### src/rtl/apb_arb_2m_if.sv
// APB bus bundle between the two-requester arbiter (master) and the slave fabric.
interface apb_arb_2m_if #(
    parameter int ADDR_W = 32,
    parameter int DATA_W = 32
);
    logic              psel;
    logic              penable;
    logic              pwrite;
    logic [ADDR_W-1:0] paddr;
    logic [DATA_W-1:0] pwdata;
    logic [DATA_W-1:0] prdata;
    logic              pready;
    logic              pslverr;

    modport master (
        output psel, penable, pwrite, paddr, pwdata,
        input  prdata, pready, pslverr
    );

    modport slave (
        input  psel, penable, pwrite, paddr, pwdata,
        output prdata, pready, pslverr
    );
endinterface

### src/rtl/apb_arb_2m.sv
// Round-robin arbiter sharing one APB master port between two requesters; 3 cycles req-to-done
// with a zero-wait slave, +1 per pready=0 cycle; requesters hold req until doneN, optional access timeout.
module apb_arb_2m #(
    parameter int ADDR_W  = 32,
    parameter int DATA_W  = 32,
    parameter int TIMEOUT = 16
) (
    input  logic              pclk,
    input  logic              prst,
    input  logic              req0,
    input  logic              req1,
    input  logic              wr0,
    input  logic              wr1,
    input  logic [ADDR_W-1:0] addr0,
    input  logic [ADDR_W-1:0] addr1,
    input  logic [DATA_W-1:0] wdata0,
    input  logic [DATA_W-1:0] wdata1,
    output logic              done0,
    output logic              done1,
    output logic              err0,
    output logic              err1,
    output logic [DATA_W-1:0] rdata0,
    output logic [DATA_W-1:0] rdata1,
    apb_arb_2m_if.master      apb
);
    localparam int CNT_W = (TIMEOUT > 0) ? $clog2(TIMEOUT + 1) : 1;
    localparam logic [CNT_W-1:0] TO_VAL = CNT_W'(TIMEOUT);

    typedef enum logic [1:0] {IDLE, SETUP, ACCESS} state_t;

    state_t            state_q, state_d;
    logic              psel_q, psel_d;
    logic              penable_q, penable_d;
    logic              pwrite_q, pwrite_d;
    logic [ADDR_W-1:0] paddr_q, paddr_d;
    logic [DATA_W-1:0] pwdata_q, pwdata_d;
    logic              done0_q, done0_d, done1_q, done1_d;
    logic              err0_q, err0_d, err1_q, err1_d;
    logic [DATA_W-1:0] rdata0_q, rdata0_d, rdata1_q, rdata1_d;
    logic [CNT_W-1:0]  cnt_q, cnt_d, cnt_inc;
    // last_gnt doubles as the owner of the transfer in flight
    logic              last_q, last_d;

    logic              m0, m1, gnt0, gnt1;
    logic              fin, fin_err;
    logic [DATA_W-1:0] fin_rd;

    assign m0      = req0 & ~done0_q;
    assign m1      = req1 & ~done1_q;
    assign gnt0    = m0 & (~m1 | last_q);
    assign gnt1    = m1 & ~gnt0;
    assign cnt_inc = cnt_q + CNT_W'(1);

    always_comb begin
        state_d   = state_q;
        psel_d    = psel_q;
        penable_d = penable_q;
        pwrite_d  = pwrite_q;
        paddr_d   = paddr_q;
        pwdata_d  = pwdata_q;
        done0_d   = 1'b0;
        done1_d   = 1'b0;
        err0_d    = err0_q;
        err1_d    = err1_q;
        rdata0_d  = rdata0_q;
        rdata1_d  = rdata1_q;
        cnt_d     = cnt_q;
        last_d    = last_q;
        fin       = 1'b0;
        fin_err   = 1'b0;
        fin_rd    = '0;

        case (state_q)
            IDLE: begin
                psel_d    = 1'b0;
                penable_d = 1'b0;
                if (gnt0 || gnt1) begin
                    psel_d   = 1'b1;
                    pwrite_d = gnt0 ? wr0 : wr1;
                    paddr_d  = gnt0 ? addr0 : addr1;
                    if (gnt0) pwdata_d = wr0 ? wdata0 : '0;
                    else      pwdata_d = wr1 ? wdata1 : '0;
                    last_d   = gnt1;
                    state_d  = SETUP;
                end
            end
            SETUP: begin
                penable_d = 1'b1;
                cnt_d     = '0;
                state_d   = ACCESS;
            end
            ACCESS: begin
                if (apb.pready) begin
                    fin     = 1'b1;
                    fin_err = apb.pslverr;
                    fin_rd  = apb.prdata;
                end else if (TIMEOUT != 0 && cnt_inc == TO_VAL) begin
                    fin     = 1'b1;
                    fin_err = 1'b1;
                end else begin
                    cnt_d = cnt_inc;
                end
                if (fin) begin
                    psel_d    = 1'b0;
                    penable_d = 1'b0;
                    cnt_d     = '0;
                    state_d   = IDLE;
                end
            end
            default: state_d = IDLE;
        endcase

        if (fin) begin
            if (last_q) begin
                done1_d = 1'b1;
                err1_d  = fin_err;
                if (!pwrite_q) rdata1_d = fin_rd;
            end else begin
                done0_d = 1'b1;
                err0_d  = fin_err;
                if (!pwrite_q) rdata0_d = fin_rd;
            end
        end
    end

    always_ff @(posedge pclk) begin
        if (prst) begin
            state_q   <= IDLE;
            psel_q    <= 1'b0;
            penable_q <= 1'b0;
            pwrite_q  <= 1'b0;
            paddr_q   <= '0;
            pwdata_q  <= '0;
            done0_q   <= 1'b0;
            done1_q   <= 1'b0;
            err0_q    <= 1'b0;
            err1_q    <= 1'b0;
            rdata0_q  <= '0;
            rdata1_q  <= '0;
            cnt_q     <= '0;
            last_q    <= 1'b1;
        end else begin
            state_q   <= state_d;
            psel_q    <= psel_d;
            penable_q <= penable_d;
            pwrite_q  <= pwrite_d;
            paddr_q   <= paddr_d;
            pwdata_q  <= pwdata_d;
            done0_q   <= done0_d;
            done1_q   <= done1_d;
            err0_q    <= err0_d;
            err1_q    <= err1_d;
            rdata0_q  <= rdata0_d;
            rdata1_q  <= rdata1_d;
            cnt_q     <= cnt_d;
            last_q    <= last_d;
        end
    end

    assign apb.psel    = psel_q;
    assign apb.penable = penable_q;
    assign apb.pwrite  = pwrite_q;
    assign apb.paddr   = paddr_q;
    assign apb.pwdata  = pwdata_q;
    assign done0       = done0_q;
    assign done1       = done1_q;
    assign err0        = err0_q;
    assign err1        = err1_q;
    assign rdata0      = rdata0_q;
    assign rdata1      = rdata1_q;
endmodule

### src/flat_wrapper.sv
// flat-port wrapper written by rule: the top's interface ports become plain ports
module apb_arb_2m_flat 
#(
    parameter int ADDR_W  = 32,
    parameter int DATA_W  = 32,
    parameter int TIMEOUT = 16
)
  (pclk, prst, req0, req1, wr0, wr1, addr0, addr1, wdata0, wdata1, done0, done1, err0, err1, rdata0, rdata1, apb_psel, apb_penable, apb_pwrite, apb_paddr, apb_pwdata, apb_prdata, apb_pready, apb_pslverr);
  apb_arb_2m_if #(.ADDR_W(ADDR_W), .DATA_W(DATA_W)) apb_i ();
  input  logic pclk;
  input  logic prst;
  input  logic req0;
  input  logic req1;
  input  logic wr0;
  input  logic wr1;
  input  logic [ADDR_W-1:0] addr0;
  input  logic [ADDR_W-1:0] addr1;
  input  logic [DATA_W-1:0] wdata0;
  input  logic [DATA_W-1:0] wdata1;
  output logic done0;
  output logic done1;
  output logic err0;
  output logic err1;
  output logic [DATA_W-1:0] rdata0;
  output logic [DATA_W-1:0] rdata1;
  output wire logic [$bits(apb_i.psel)-1:0] apb_psel;
  output wire logic [$bits(apb_i.penable)-1:0] apb_penable;
  output wire logic [$bits(apb_i.pwrite)-1:0] apb_pwrite;
  output wire logic [$bits(apb_i.paddr)-1:0] apb_paddr;
  output wire logic [$bits(apb_i.pwdata)-1:0] apb_pwdata;
  input wire logic [$bits(apb_i.prdata)-1:0] apb_prdata;
  input wire logic [$bits(apb_i.pready)-1:0] apb_pready;
  input wire logic [$bits(apb_i.pslverr)-1:0] apb_pslverr;
  assign apb_psel = apb_i.psel;
  assign apb_penable = apb_i.penable;
  assign apb_pwrite = apb_i.pwrite;
  assign apb_paddr = apb_i.paddr;
  assign apb_pwdata = apb_i.pwdata;
  assign apb_i.prdata = apb_prdata;
  assign apb_i.pready = apb_pready;
  assign apb_i.pslverr = apb_pslverr;
  apb_arb_2m #(.ADDR_W(ADDR_W), .DATA_W(DATA_W), .TIMEOUT(TIMEOUT)) u_core (.pclk(pclk), .prst(prst), .req0(req0), .req1(req1), .wr0(wr0), .wr1(wr1), .addr0(addr0), .addr1(addr1), .wdata0(wdata0), .wdata1(wdata1), .done0(done0), .done1(done1), .err0(err0), .err1(err1), .rdata0(rdata0), .rdata1(rdata1), .apb(apb_i));
endmodule
### config.mk
export PLATFORM = sky130hd
export DESIGN_NAME = apb_arb_2m_flat
export DESIGN_NICKNAME = d
export VERILOG_FILES = /design/src/rtl/apb_arb_2m_if.sv /design/src/rtl/apb_arb_2m.sv /design/src/flat_wrapper.sv
export SDC_FILE = /design/constraint.sdc
export NUM_CORES = 1
export LEC_CHECK = 0
export CORE_MARGIN = 2
export CORE_UTILIZATION = 44
export DETAILED_ROUTE_END_ITERATION = 12
export HOLD_SLACK_MARGIN = 0.02
export PLACE_DENSITY = 0.89
export RECOVER_POWER = 100
export SETUP_SLACK_MARGIN = 0.1
export SYNTH_ARGS = -nofsm -noshare
export SYNTH_HDL_FRONTEND = slang
export SYNTH_SLANG_ARGS = --single-unit
### constraint.sdc
create_clock -name pclk -period 1.7 [get_ports pclk]
set_input_delay 0.34 -clock pclk [delete_from_list [all_inputs] [get_ports pclk]]
set_output_delay 0.34 -clock pclk [all_outputs]
set_load 0.02 [all_outputs]
# Word level (Yosys, flattened, before mapping)
# Index checks and enable logic that the tools add are counted.
[totals] in_bits=168 regBits=143
[classes] eq_ne=7 n_addsub=1 n_reduce_logical=15 bitwise_logic=12 muxes=26
[op_table] operator="2-to-1 mux 32 bit" count=6
[op_table] operator="2-to-1 mux 5 bit" count=3
[op_table] operator="AND reduction 2 bit" count=6
[op_table] operator="2-to-1 mux 1 bit" count=11
[op_table] operator="one-hot mux 5 bit (2 select lines)" count=1
[op_table] operator="AND reduction 3 bit" count=3
[op_table] operator="NOT 1 bit" count=7
[op_table] operator="one-hot mux 2 bit (3 select lines)" count=1
[op_table] operator="adder 5 x 1 -> 5 bit (second input constant)" count=1
[op_table] operator="equality test 5 bit (second input constant)" count=1
[op_table] operator="AND 1 bit" count=4
[op_table] operator="2-to-1 mux 2 bit" count=2
[op_table] operator="inequality test 2 x 1 -> 1 bit (second input constant)" count=2
[op_table] operator="nonzero test 2 bit" count=2
[op_table] operator="inequality test 3 x 2 -> 1 bit (second input constant)" count=1
[op_table] operator="inequality test 3 bit (second input constant)" count=1
[op_table] operator="one-hot mux 1 bit (3 select lines)" count=1
[op_table] operator="nonzero test 3 bit" count=1
[op_table] operator="equality test 2 x 1 -> 1 bit (second input constant)" count=1
[op_table] operator="equality test 2 bit (second input constant)" count=1
[op_table] operator="zero test 2 bit" count=1
[op_table] operator="one-hot mux 1 bit (2 select lines)" count=1
[op_table] operator="OR reduction 2 bit" count=1
[op_table] operator="logical OR 1 bit" count=1
[op_table] operator="bitwise OR 1 bit" count=1

# Depth between registers and ports, before layout
[logic_depth] depth_word=10 mapped_depth=9 depth_no_buf=6

# Worst setup path before layout
# OpenSTA, ideal clock, no wires.
[synth_path] path_kind="register to register" start="reg u_core.cnt_q[0]" end="reg u_core.rdata0_q[23], in the netlist u_core.rdata0[23]" arrival_ns=1.433 required_ns=1.554 slack_ns=0.121 synth_period_minus_slack_ns=1.579 stages_incl_launch_ff=7 setup_ns=0.146 cell_sequence="dfxtp_1 > ha_1 > and2_1 > nand2_1 > o21ai_4 > buf_6 > a211oi_2"
[synth_via] elab_chain_cells=7
[synth_rtl] element="from (decl)" line="apb_arb_2m.sv:40" source="logic [CNT_W-1:0] cnt_q, cnt_d, cnt_inc;"
[synth_rtl] element="from (signal assigned)" line="apb_arb_2m.sv:155" source="cnt_q <= cnt_d;"
[synth_rtl] element="adder 5 x 1 -> 5 bit" line="apb_arb_2m.sv:52" source="assign cnt_inc = cnt_q + CNT_W'(1);"
[synth_rtl] element="equality test 5 bit" line="apb_arb_2m.sv:97" source="end else if (TIMEOUT != 0 && cnt_inc == TO_VAL) begin"
[synth_rtl] element="2-to-1 mux 1 bit" line="apb_arb_2m.sv:97"
[synth_rtl] element="2-to-1 mux 1 bit" line="apb_arb_2m.sv:93" source="if (apb.pready) begin"
[synth_rtl] element="2-to-1 mux 1 bit (2 in a row)" line="apb_arb_2m.sv:73" source="case (state_q)"
[synth_rtl] element="AND reduction 3 bit (no source line)"
[synth_rtl] element="to (signal assigned)" line="apb_arb_2m.sv:153" source="rdata0_q <= rdata0_d;"
[synth_rtl] element="to (decl)" line="apb_arb_2m.sv:39" source="logic [DATA_W-1:0] rdata0_q, rdata0_d, rdata1_q, rdata1_d;"
# Every way passes these cells. The select of a mux whose other input is x is not followed.
# A chain may end at the register's enable or synchronous reset.

# Worst setup path in the final report
[layout_path] start="in req1" end="reg u_core.pwdata_q[14], in the netlist u_core.apb.pwdata[14]"
[layout_via] elab_chain_cells=8 word_cells_on_any_way=9
[layout_rtl] element="from (decl)" line="flat_wrapper.sv:13" source="input logic req1;"
[layout_rtl] element="AND 1 bit *" line="apb_arb_2m.sv:49" source="assign m1 = req1 & ~done1_q;"
[layout_rtl] element="NOT 1 bit" line="apb_arb_2m.sv:50" source="assign gnt0 = m0 & (~m1 | last_q);"
[layout_rtl] element="bitwise OR 1 bit" line="apb_arb_2m.sv:50"
[layout_rtl] element="AND 1 bit" line="apb_arb_2m.sv:50"
[layout_rtl] element="NOT 1 bit" line="apb_arb_2m.sv:51" source="assign gnt1 = m1 & ~gnt0;"
[layout_rtl] element="AND 1 bit" line="apb_arb_2m.sv:51"
[layout_rtl] element="logical OR 1 bit" line="apb_arb_2m.sv:77" source="if (gnt0 || gnt1) begin"
[layout_rtl] element="AND reduction 2 bit (no source line)"
[layout_rtl] element="to (signal assigned)" line="apb_arb_2m.sv:148" source="pwdata_q <= pwdata_d;"
[layout_rtl] element="to (decl)" line="apb_arb_2m.sv:36" source="logic [DATA_W-1:0] pwdata_q, pwdata_d;"
# Mark *: on every way between the ends. The rest lies on a longest branch, timed or not.

==> out/metrics.cfg <==
[sta]
layout_setup_ws_ns = 0.08547
fin_worst_skew_ns = 0.01356
tns_ns = 0
slew_violations = 0
max_freq_ghz = 0.6194
tightest_slew_ns = 0.5183
hold_viol_final = 0
period_minus_slack_ns = 1.615
finalSetupViolations = 0
slew_headroom = 0.6545
finalCritPeriodShare = 0.9497
rsz0062_at_grt = true

[synthesis]
synthTopCellsByCount = nor2_1, dfxtp_1, a211oi_2
syn-instance-count = 773
synthSimpleGateAreaFrac = 0.2420
synth-xor-area-share = 0
synthAdderAreaFrac = 0.006792
ys_types = 51
yosys.area.top_type = dfxtp_1
synth_edf_count = 0
netlist.area_leader.share = 0.3885
synthFlopType = dfxtp_1
synth_async_sr_flop_share = 0
syn-mean-instance-area_um2 = 9.532
synthesis.yosys.warnings = 0
syn-cell-area_um2 = 7368
syn-num-nets = 945
synth_compound_area_frac = 0.2610
netlist_top_cells_area = dfxtp_1, a211oi_2, nor2_1
yosysMostFrequentCell = nor2_1
ys_seq_area_frac = 0.3885
ys_ff_latch = 143
synth_top_family_by_area = compound AO/OA/AOI/OAI gates
synth_mux_area_frac = 0.04347

[power_and_ir_drop]
power_density_nw_per_um2 = 936.4
p_leak_nw = 4.827
ir_worst_vdd_uv = 812.8

[layout]
areaGrowthSynthToFinish_pct = 57.63
utilization = 0.7054
multiInputGateArea_um2 = 4105
final-seq-area_um2 = 2870
drive_gt1_frac = 0.2399
fillers = 1236
final_nets = 1272

[clock_tree]
clk_transition_reported_paths_ns = 0.06
cts_tree = yes
cts_hold_buf = 0
insertion_delay_ns = 0.42
cts-htree-levels = 4
cts_buffers = 17
cts.sinks = 143
root_buffer = clkbuf_16
cts.path.max_buffers = 2

[worst_setup_path]
arrival_ns = 1.92
setup.worst_path.class = input port to flop
worst_ep_required_time_ns = 2.00
crit_path_max_fanout = 18
start_kind = input port
cp-end-kind = flop

[global_route]
grt_pass1_wl_um = 36720
grt_pass1_vias = 7079
grt_max_degree = 64
antenna_found_initial = 1
grt.total_usage = 0.2584
overflow = 0

[route]
drc_errors = 0
avgViaCountPerCell = 5.329
ant_nets = 0
dr.pass1.iters = 4
drtIter0Drc = 304
wl_per_cell_um = 18.17
routed_wl_um = 24240
vias = 7109

[die]
pin_count = 303
die_y_um = 133.4
fp.coreArea_um2 = 16470
start_util = 0.4475
core.rowCount = 47
dieArea_um2 = 17800
fp.dieW_um = 133.4

[status]
outcome = complete, no violations

[placed_design]
hpwlAfterDp_um = 16840
place.gp.congestion = 0.8781
portBuffers = 302
place_ws_ns = -0.2943

[min_path]
hold_path.class = input port to flop

[job]
cap_violations = 0

flip-flops by register name, indices dropped and copies added (netlist names), 2 cells and up:
name and cells:
u_core.rdata1 32, u_core.cnt_q 5, u_core.rdata0 32, u_core.state_q 2, u_core.apb.pwdata 32, u_core.apb.paddr 32
per-stage QoR:
stage / instance area, um^2 / hold WS [ns] / cells / total power, mW
floorplan: 7368 / 0.4569 / 773 / 5.794
global placement: 10950 / 0.4367 / 1287 / 7.210
detailed placement: 10950 / 0.4505 / 1287 / 7.315
CTS: 11570 / 0.3800 / 1327 / 10.86
global route: 11610 / 0.3955 / 1333 / 11.32
finish: 11610 / 0.3877 / 1334 / 10.88
logic make-up after synthesis:
logic type | Yosys count
compound gates | 161
fa+ha+maj | 4
buf+inv | 68
flops | 143
mux | 32
simple gates | 365
where the power goes:
group	internal [mW]	total [mW]	switching (mW)
Sequential	3.64	3.82	0.171
Clock	2.21	3.69	1.49
Combinational	1.52	3.37	1.84
Total	7.37	10.9	3.50
metal layers:
| metal | GRT usage | part of all wire | vias to the layer above |
|---|---|---|---|
| li1 | - | - | 3385 |
| met1 | 0.2928 | 0.39 | 3398 |
| met2 | 0.4542 | 0.50 | 264 |
| met3 | 0.06012 | 0.066 | 62 |
| met4 | 0.1312 | 0.041 | 0 |
| met5 | 0 | 0 | - |
critical path: stages:
cell and delay (ns):
clkdlybuf4s50_1 0.54, nor3b_2 0.33, nor3b_4 0.12, buf_12 0.18
a221oi_1 0.32, nor3_2 0.07
final cells by class:
cell class                      count  area share
Antenna cell                        1   0.0002154
Clock buffer                       20     0.03846
Clock inverter                     12     0.01163
Inverter                            5    0.001616
Multi-Input combinational cell    562      0.3534
Sequential cell                   143      0.2471
Tap cell                          220     0.02370
Timing Repair Buffer              371      0.3238
timing repair:
item | CTS | global route
resized for setup | 150 | 38
cloned | 3 | 2
buffers inserted | 5 | 5
pin swaps | 2 | 3
hold endpoints to repair | 0 | 0
endpoints found under the setup margin | 205 | 134
final timing paths:
path                                        start  slack, ns  cells after the start               endpoint
worst min-delay path                         prst       0.39                      2      u_core.rdata0[25]
worst max register to register  u_core.state_q[0]       0.09                      9      u_core.rdata1[28]
worst min register to register        u_core.err1       0.48                      2            u_core.err1
worst max-delay path                         req1       0.09                      6  u_core.apb.pwdata[14]
placed cells by master, fill, tap and decap left out, types with 9 or more instances in the layout:
cell and count:
a211oi_1 15, clkdlybuf4s50_1 165, buf_4 31, nor3_2 29, a221oi_1 9, buf_12 23, dfxtp_1 139, clkbuf_16 18
mux2i_1 32, dlygate4sd2_1 133, a221oi_2 23, nor2_1 257, a211oi_2 81, nand2b_1 36
No activity file was read; power rests on OpenSTA's default activity.
